## src/rtl/dma_pcie_c2h_axis_gen.sv

```systemverilog
// C2H AXI-Stream packet generator: turns a (qid, len, seed) command into a
// 512-bit beat stream with a counting 16-bit word pattern, byte parity and tail keep.
module dma_pcie_c2h_axis_gen #(
    parameter int TUSER_W = 32,
    parameter int LEN_W   = 16
) (
    input  logic               axi_aclk,
    input  logic               axi_aresetn,
    input  logic               cmd_valid,
    output logic               cmd_ready,
    input  logic [10:0]        cmd_qid,
    input  logic [LEN_W-1:0]   cmd_len,
    input  logic [15:0]        cmd_seed,
    output logic [511:0]       tdata,
    output logic [63:0]        tparity,
    output logic [63:0]        tkeep,
    output logic               tlast,
    output logic               tvalid,
    input  logic               tready,
    output logic [TUSER_W-1:0] tusr,
    output logic               pkt_done,
    output logic               err_len0,
    output logic [31:0]        pkt_cnt
);

    // state | meaning
    // IDLE  | waiting for a command, cmd_ready high (after first post-reset edge)
    // SEND  | presenting beats until the tlast handshake
    typedef enum logic {
        IDLE = 1'b0,
        SEND = 1'b1
    } state_t;

    state_t      state;
    logic [9:0]  beat;
    logic [9:0]  last_idx;
    logic [15:0] seed_r;
    logic [63:0] keep_last;

    logic [9:0]   cmd_last_idx;
    logic [63:0]  cmd_keep_last;
    logic [9:0]   nxt_beat;
    logic [15:0]  src_seed;
    logic [9:0]   src_beat;
    logic [511:0] nxt_data;
    logic [63:0]  nxt_par;
    logic         hs;

    function automatic logic [511:0] beat_data(input logic [15:0] seed, input logic [9:0] b);
        logic [15:0]  base;
        logic [511:0] d;
        base = seed + {1'b0, b, 5'b0};
        d    = '0;
        for (int k = 0; k < 32; k++) begin
            d[16*k +: 16] = base + 16'(k);
        end
        return d;
    endfunction

    function automatic logic [63:0] byte_parity(input logic [511:0] d);
        logic [63:0] p;
        p = '0;
        for (int i = 0; i < 64; i++) begin
            p[i] = ^d[8*i +: 8];
        end
        return p;
    endfunction

    function automatic logic [63:0] tail_keep(input logic [5:0] r);
        if (r == 6'd0) begin
            return '1;
        end
        return (64'd1 << r) - 64'd1;
    endfunction

    // The next beat is computed once and shared by command accept (beat 0 from
    // the live seed) and by a non-last handshake (beat+1 from the latched seed).
    always_comb begin
        cmd_last_idx  = 10'((cmd_len - LEN_W'(1)) >> 6);
        cmd_keep_last = tail_keep(cmd_len[5:0]);
        nxt_beat      = beat + 10'd1;
        hs            = tvalid && tready;
        if (state == IDLE) begin
            src_seed = cmd_seed;
            src_beat = '0;
        end else begin
            src_seed = seed_r;
            src_beat = nxt_beat;
        end
        nxt_data = beat_data(src_seed, src_beat);
        nxt_par  = byte_parity(nxt_data);
    end

    always_ff @(posedge axi_aclk or negedge axi_aresetn) begin
        if (!axi_aresetn) begin
            state     <= IDLE;
            cmd_ready <= 1'b0;
            beat      <= '0;
            last_idx  <= '0;
            seed_r    <= '0;
            keep_last <= '0;
            tdata     <= '0;
            tparity   <= '0;
            tkeep     <= '0;
            tlast     <= 1'b0;
            tvalid    <= 1'b0;
            tusr      <= '0;
            pkt_done  <= 1'b0;
            err_len0  <= 1'b0;
            pkt_cnt   <= '0;
        end else begin
            pkt_done <= 1'b0;
            err_len0 <= 1'b0;
            case (state)
                IDLE: begin
                    cmd_ready <= 1'b1;
                    if (cmd_ready && cmd_valid) begin
                        if (cmd_len == '0) begin
                            err_len0 <= 1'b1;
                        end else begin
                            state     <= SEND;
                            cmd_ready <= 1'b0;
                            beat      <= '0;
                            last_idx  <= cmd_last_idx;
                            seed_r    <= cmd_seed;
                            keep_last <= cmd_keep_last;
                            tvalid    <= 1'b1;
                            tdata     <= nxt_data;
                            tparity   <= nxt_par;
                            tlast     <= (cmd_last_idx == 10'd0);
                            tkeep     <= (cmd_last_idx == 10'd0) ? cmd_keep_last : '1;
                            tusr      <= TUSER_W'({5'b0, cmd_len, cmd_qid});
                        end
                    end
                end
                SEND: begin
                    if (hs) begin
                        if (tlast) begin
                            state     <= IDLE;
                            cmd_ready <= 1'b1;
                            tvalid    <= 1'b0;
                            tlast     <= 1'b0;
                            beat      <= '0;
                            pkt_done  <= 1'b1;
                            pkt_cnt   <= pkt_cnt + 32'd1;
                        end else begin
                            beat    <= nxt_beat;
                            tdata   <= nxt_data;
                            tparity <= nxt_par;
                            tlast   <= (nxt_beat == last_idx);
                            tkeep   <= (nxt_beat == last_idx) ? keep_last : '1;
                        end
                    end
                end
                default: state <= IDLE;
            endcase
        end
    end

endmodule

```

## config.mk

```make
export PLATFORM = sky130hd
export DESIGN_NAME = dma_pcie_c2h_axis_gen
export DESIGN_NICKNAME = d
export VERILOG_FILES = /design/src/rtl/dma_pcie_c2h_axis_gen.sv
export SDC_FILE = /design/constraint.sdc
export NUM_CORES = 2
export LEC_CHECK = 0
export CAP_MARGIN = 10
export CORE_AREA = 2 2 296 298
export DETAILED_ROUTE_END_ITERATION = 12
export DIE_AREA = 0 0 298 300
export GPL_TIMING_DRIVEN = 0
export PLACE_DENSITY = 0.78
export REMOVE_ABC_BUFFERS = 1
export SLEW_MARGIN = 10
export SYNTH_ARGS = -nofsm -noshare
export SYNTH_HDL_FRONTEND = slang
export SYNTH_SLANG_ARGS = --single-unit
```

## constraint.sdc

```tcl
create_clock -name axi_aclk -period 6.54 [get_ports axi_aclk]
set_input_delay 1.308 -clock axi_aclk [delete_from_list [all_inputs] [get_ports axi_aclk]]
set_output_delay 1.308 -clock axi_aclk [all_outputs]
set_load 0.1 [all_outputs]
```

# Yosys cells after proc, flatten, opt, wreduce, memory -nomap -nowiden
# Cells that the tools add are included.
dict set report totals {
  inputBits 47
  regBits 805
  out_inout_bits 709
  elab_cells 187
}
dict set report op_classes {
  shift 1
  bitwise_logic 2
  n_addsub 36
  mux 52
  n_reduce_logical 75
  n_eq_ne 6
}
# cell n
set ops {}
lappend ops {{two-way mux 512 bit} 4}
lappend ops {{case mux 512 bit (2 select lines)} 1}
lappend ops {{two-way mux 64 bit} 12}
lappend ops {{XOR reduction 8 bit} 64}
lappend ops {{adder 16 x 5 -> 16 bit, second input constant} 16}
lappend ops {{case mux 64 bit (2 select lines)} 2}
lappend ops {{adder 16 x 4 -> 16 bit, second input constant} 8}
lappend ops {{adder 16 x 3 -> 16 bit, second input constant} 4}
lappend ops {{<< shifter 1 x 6 -> 64 bit, first input constant} 1}
lappend ops {{subtractor 64 x 1 -> 64 bit, second input constant} 1}
lappend ops {{two-way mux 10 bit} 5}
lappend ops {{adder 16 x 2 -> 16 bit, second input constant} 2}
lappend ops {{adder 32 x 1 -> 32 bit, second input constant} 1}
lappend ops {{two-way mux 1 bit} 22}
lappend ops {{case mux 10 bit (2 select lines)} 1}
lappend ops {{adder 16 x 1 -> 16 bit, second input constant} 1}
lappend ops {{adder 16 x 15 -> 16 bit} 1}
lappend ops {{zero test 16 bit} 1}
lappend ops {{two-way mux 16 bit} 1}
lappend ops {{subtractor 16 x 1 -> 16 bit, second input constant} 1}
lappend ops {{adder 10 x 1 -> 10 bit, second input constant} 1}
lappend ops {{== test 10 bit} 1}
lappend ops {{zero test 10 bit} 1}
lappend ops {{AND reduction 3 bit} 3}
lappend ops {{other kinds (8)} 17}

# Depth between registers and ports, before layout
dict set report logic_depth {
  ltp_word 8
  ltp_mapped 25
  depth_no_buf 20
}

# Worst setup path before layout
# Ideal clock, no wire load.
dict set report synth_path {
  path_kind {input to register}
  startpoint {input cmd_seed[5]}
  endpoint {register tparity[3]}
  arrival_time_ns 5.449
  path_slack_ns 1.021
  required_ns 6.469
  cell_stages 21
  path_buffers 4
  setup_ns 0.071
  cell_sequence {mux2_2 ha_1 inv_1 fa_1 nor2b_1 o22a_1 xnor2_4 inv_2 clkbuf_1 clkbuf_1 ha_1 clkbuf_1 and2_1 clkbuf_1 nand3_1 nor2_1 nand2_1 xor2_1 xnor2_1 or3_1 nand3_1}
}
dict set report synth_between {
  elab_chain_len 7
  elab_cells_between_ends 9
  cone_classes {add/sub (2); mux (6); reduce/logical (1)}
}
# item line
set synth_lines {}
lappend synth_lines {{start, declared} 13} ;# input logic [15:0] cmd_seed,
lappend synth_lines {{two-way mux 16 bit *} 83} ;# if (state == IDLE) begin
lappend synth_lines {{adder 16 x 15 -> 16 bit *} 52} ;# base = seed + {1'b0, b, 5'b0};
lappend synth_lines {{named net nxt_data[9]} 45} ;# logic [511:0] nxt_data;
lappend synth_lines {{adder 16 x 1 -> 16 bit *} 55} ;# d[16*k +: 16] = base + 16'(k);
lappend synth_lines {{XOR reduction 8 bit *} 64} ;# p[i] = ^d[8*i +: 8];
lappend synth_lines {{two-way mux 64 bit (on tied branches)} {138, 118}}
lappend synth_lines {{two-way mux 64 bit (on tied branches)} {137, 117}}
lappend synth_lines {{case mux 64 bit (2 select lines) *} 114} ;# case (state)
lappend synth_lines {{end signal, assigned} 129} ;# tparity <= nxt_par;
lappend synth_lines {{end signal, assigned} 149} ;# tparity <= nxt_par;
lappend synth_lines {{end, declared} 15} ;# output logic [63:0] tparity,
# Mark *: on every way through the listed nets, which the timed path passes. The rest lies on a longest branch. The select of a mux whose other input is x is not followed.
# A chain may end at the register's enable or synchronous reset.

# Final worst setup path
dict set report layout_path {
  startpoint {input cmd_seed[5]}
  endpoint {register tparity[21]}
}
dict set report layout_between {
  elab_chain_len 7
  elab_cells_between_ends 9
  cone_classes {add/sub (2); mux (6); reduce/logical (1)}
}
# item line
set layout_lines {}
lappend layout_lines {{two-way mux 16 bit *} 83}
lappend layout_lines {{adder 16 x 15 -> 16 bit *} 52}
lappend layout_lines {{adder 16 x 4 -> 16 bit *} 55}
lappend layout_lines {{XOR reduction 8 bit *} 64}
lappend layout_lines {{two-way mux 64 bit (on tied branches)} {138, 118}}
lappend layout_lines {{two-way mux 64 bit (on tied branches)} {137, 117}}
lappend layout_lines {{case mux 64 bit (2 select lines) *} 114}
# Every way passes the cells marked *; elsewhere a longest branch is shown, timed or not. The select of a mux whose other input is x is not followed.

==> flow_summary.ini <==
[place]
place.port_buffers = 750
pre_cts_ws_ns = -1.74
dpl.cell_count = 5850
dp_hpwl_um = 103000
gp_congestion = 0.929
place_area_um2 = 46300

[die]
rows = 108
dieArea_um2 = 89400
die_y_um = 300
initial_core_util = 0.440
core_um2 = 86200
die_w_um = 298
ios = 756

[sta]
fin_skew_ns = 0.0357
rsz0062_at_grt = false
fmax_ghz = 0.154
max_slew_margin = 0.106
fin_crit_sh = 0.990
setup_slack_ns = 0.0668
finalHoldViolations = 0
finalSetupViolCount = 0
tightest_slew_ns = 1.34
slew_violations = 0
min_period_ns = 6.47

[logic_synthesis]
synth_enable_flop_cells = 0
synth.largest_area_cell = dfrtp_1
yosysSeqAreaShare = 0.466
synthCells = 4281
syn-mean-instance-area_um2 = 8.87
syn_area_um2 = 38000
synth_top_area_share = 0.466
synth_warnings = 0
ys_types = 78
ys_async_sr_fraction = 1.00
synthFlopType = dfrtp_1
synth.area.top_cells = dfrtp_1 47%, xnor2_1 12%, nand2_1 9.4%, o21ai_0 7.4%, nor2_1 3.3%
ys_ff_latch = 707

[clock_tree]
clockBufferDepth = 3
clk_latency_ns = 0.65
cts_max_level = 3
clock-root-buffer = clkbuf_16
cts.clk_slew.worst_paths_ns = 0.06
cts_sinks = 707
tritoncts = done
numCtsBuffers = 80

[setup_path]
crit_type = in -> reg
cp.arrival_ns = 7.03
startpoint_type = input pin
required_ns = 7.10
cp-end-kind = flip-flop
critPathMaxFanout = 24

[worst_hold_path]
min_path_type = reg -> reg

[final_layout]
fillers = 7373
drive_gt1_frac = 0.0685
final_cells = 6006
nNetsFinal = 4870
seq_area_um2 = 17700
layout_common_cells = 949 x nand2_1, 742 x clkdlybuf4s50_1, 706 x dfrtp_1
mostFrequentLayoutCell = nand2_1
multiInputGateArea_um2 = 18200
final_util = 0.570
final_area_um2 = 49100
syn_to_final_growth_pct = 29.4

[detailed_routing]
drt-pass1-iter-count = 8
routed_wl_um = 143000
wire_per_inst_um = 23.8
detail-route-antenna-nets = 0
via_per_inst = 5.55
vias = 33307
drtIter0Drc = 3398
drc_errors = 0

[run_status]
outcome = finished, final reports clean

[job]
max_cap_violations = 0

[grt]
grt_first_pass_wirelength_um = 212000
grt_pass1_vias = 32570
grt_max_degree = 112
grtUsageTotal = 0.313
antenna_found_initial = 6
grt-ovfl-total = 0
## cell type report
| cell class | count | area share |
|---|---|---|
| Multi-Input combinational cell | 3137 | 0.371 |
| Antenna cell | 1 | 0.0000509 |
| Timing Repair Buffer | 826 | 0.182 |
| Clock inverter | 35 | 0.00965 |
| Tap cell | 1155 | 0.0294 |
| Inverter | 34 | 0.00280 |
| Sequential cell | 707 | 0.360 |
| Clock buffer | 111 | 0.0454 |
## worst max-delay path, cell delays in order
cell and delay [ns]:
clkdlybuf4s50_1 0.47, mux2_2 0.15, ha_1 0.17, inv_1 0.06
fa_2 0.82, clkinv_2 0.49, nand2_2 0.40, buf_12 0.26
a21o_1 0.83, nor3_1 0.33, nand2_1 0.80, a21oi_1 0.19
xnor2_1 0.22, xnor3_1 0.29, o21ai_0 0.16
## flip-flops by register name (all words and copies together) (netlist names), 10 cells and up
| name | cells |
|---|---|
| tdata | 414 |
| tkeep | 64 |
| keep_last | 64 |
| tparity | 64 |
| pkt_cnt | 32 |
| seed_r | 16 |
| last_idx | 10 |
| tusr | 27 |
| beat | 10 |
## kinds of logic after synthesis
| kind of cell | count (synthesis) | synth area share |
|---|---|---|
| xor gates and xnor gates | 640 | 0.155 |
| AOI/OAI and AO/OA | 896 | 0.131 |
| other | 1 | 0.0000988 |
| and+or+nand+nor | 1514 | 0.163 |
| DFF | 707 | 0.466 |
| adders and majority gates | 37 | 0.0124 |
| buffers and inverters | 443 | 0.0609 |
| muxes | 43 | 0.0125 |
## cells in the mapped netlist (36+ instances only)
cell type,number
nand2_1,951
dfrtp_1,707
o21ai_0,564
xnor2_1,522
nor2_1,336
clkbuf_1,201
buf_4,133
a21oi_1,105
xor2_1,99
nand3_1,66
o21ai_1,53
a31oi_1,38
ha_1,36
## worst paths after layout
kind	startpoint	endpoint	slack (ns)	depth (start not counted)
max	cmd_seed[5]	tparity[21]$_DFFE_PN0P_	0.07	15
min	seed_r[15]$_DFFE_PN0P_	seed_r[15]$_DFFE_PN0P_	0.47	2
max reg2reg	beat[0]$_DFFE_PN0P_	tparity[23]$_DFFE_PN0P_	0.14	22
min reg2reg	seed_r[15]$_DFFE_PN0P_	seed_r[15]$_DFFE_PN0P_	0.47	2
max in group asynchronous	axi_aresetn	state$_DFF_PN0_	4.17	4
min in group asynchronous	axi_aresetn	tdata[442]$_DFFE_PN0P_	0.55	1
## what timing repair did
action	in CTS	in global routing
pin swaps	1	1
resized for setup	18	6
setup endpoints to repair	236	30
hold buffers	0	0
buffers inserted	5	1
gates cloned	2	0
## routing by layer
layer	share of wire	vias up	track usage	wire (um)
met5	0.00031	-	0	45
met4	0.065	8	0.176	9330
met3	0.10	422	0.0831	14300
met2	0.46	1795	0.499	65400
met1	0.38	16104	0.386	54200
li1	-	14978	-	-
## per-stage QoR
step / TNS (ns) / hold slack, ns
floorplan: -6715.05 / 0.435
global placement: - / 0.451
detailed placement: -397.00 / 0.457
CTS: 0 / 0.471
global route: 0 / 0.486
finish: 0 / 0.466
Power is not shown: default switching activity piles up to over one toggle a cycle in this logic, so the estimate is an artifact.
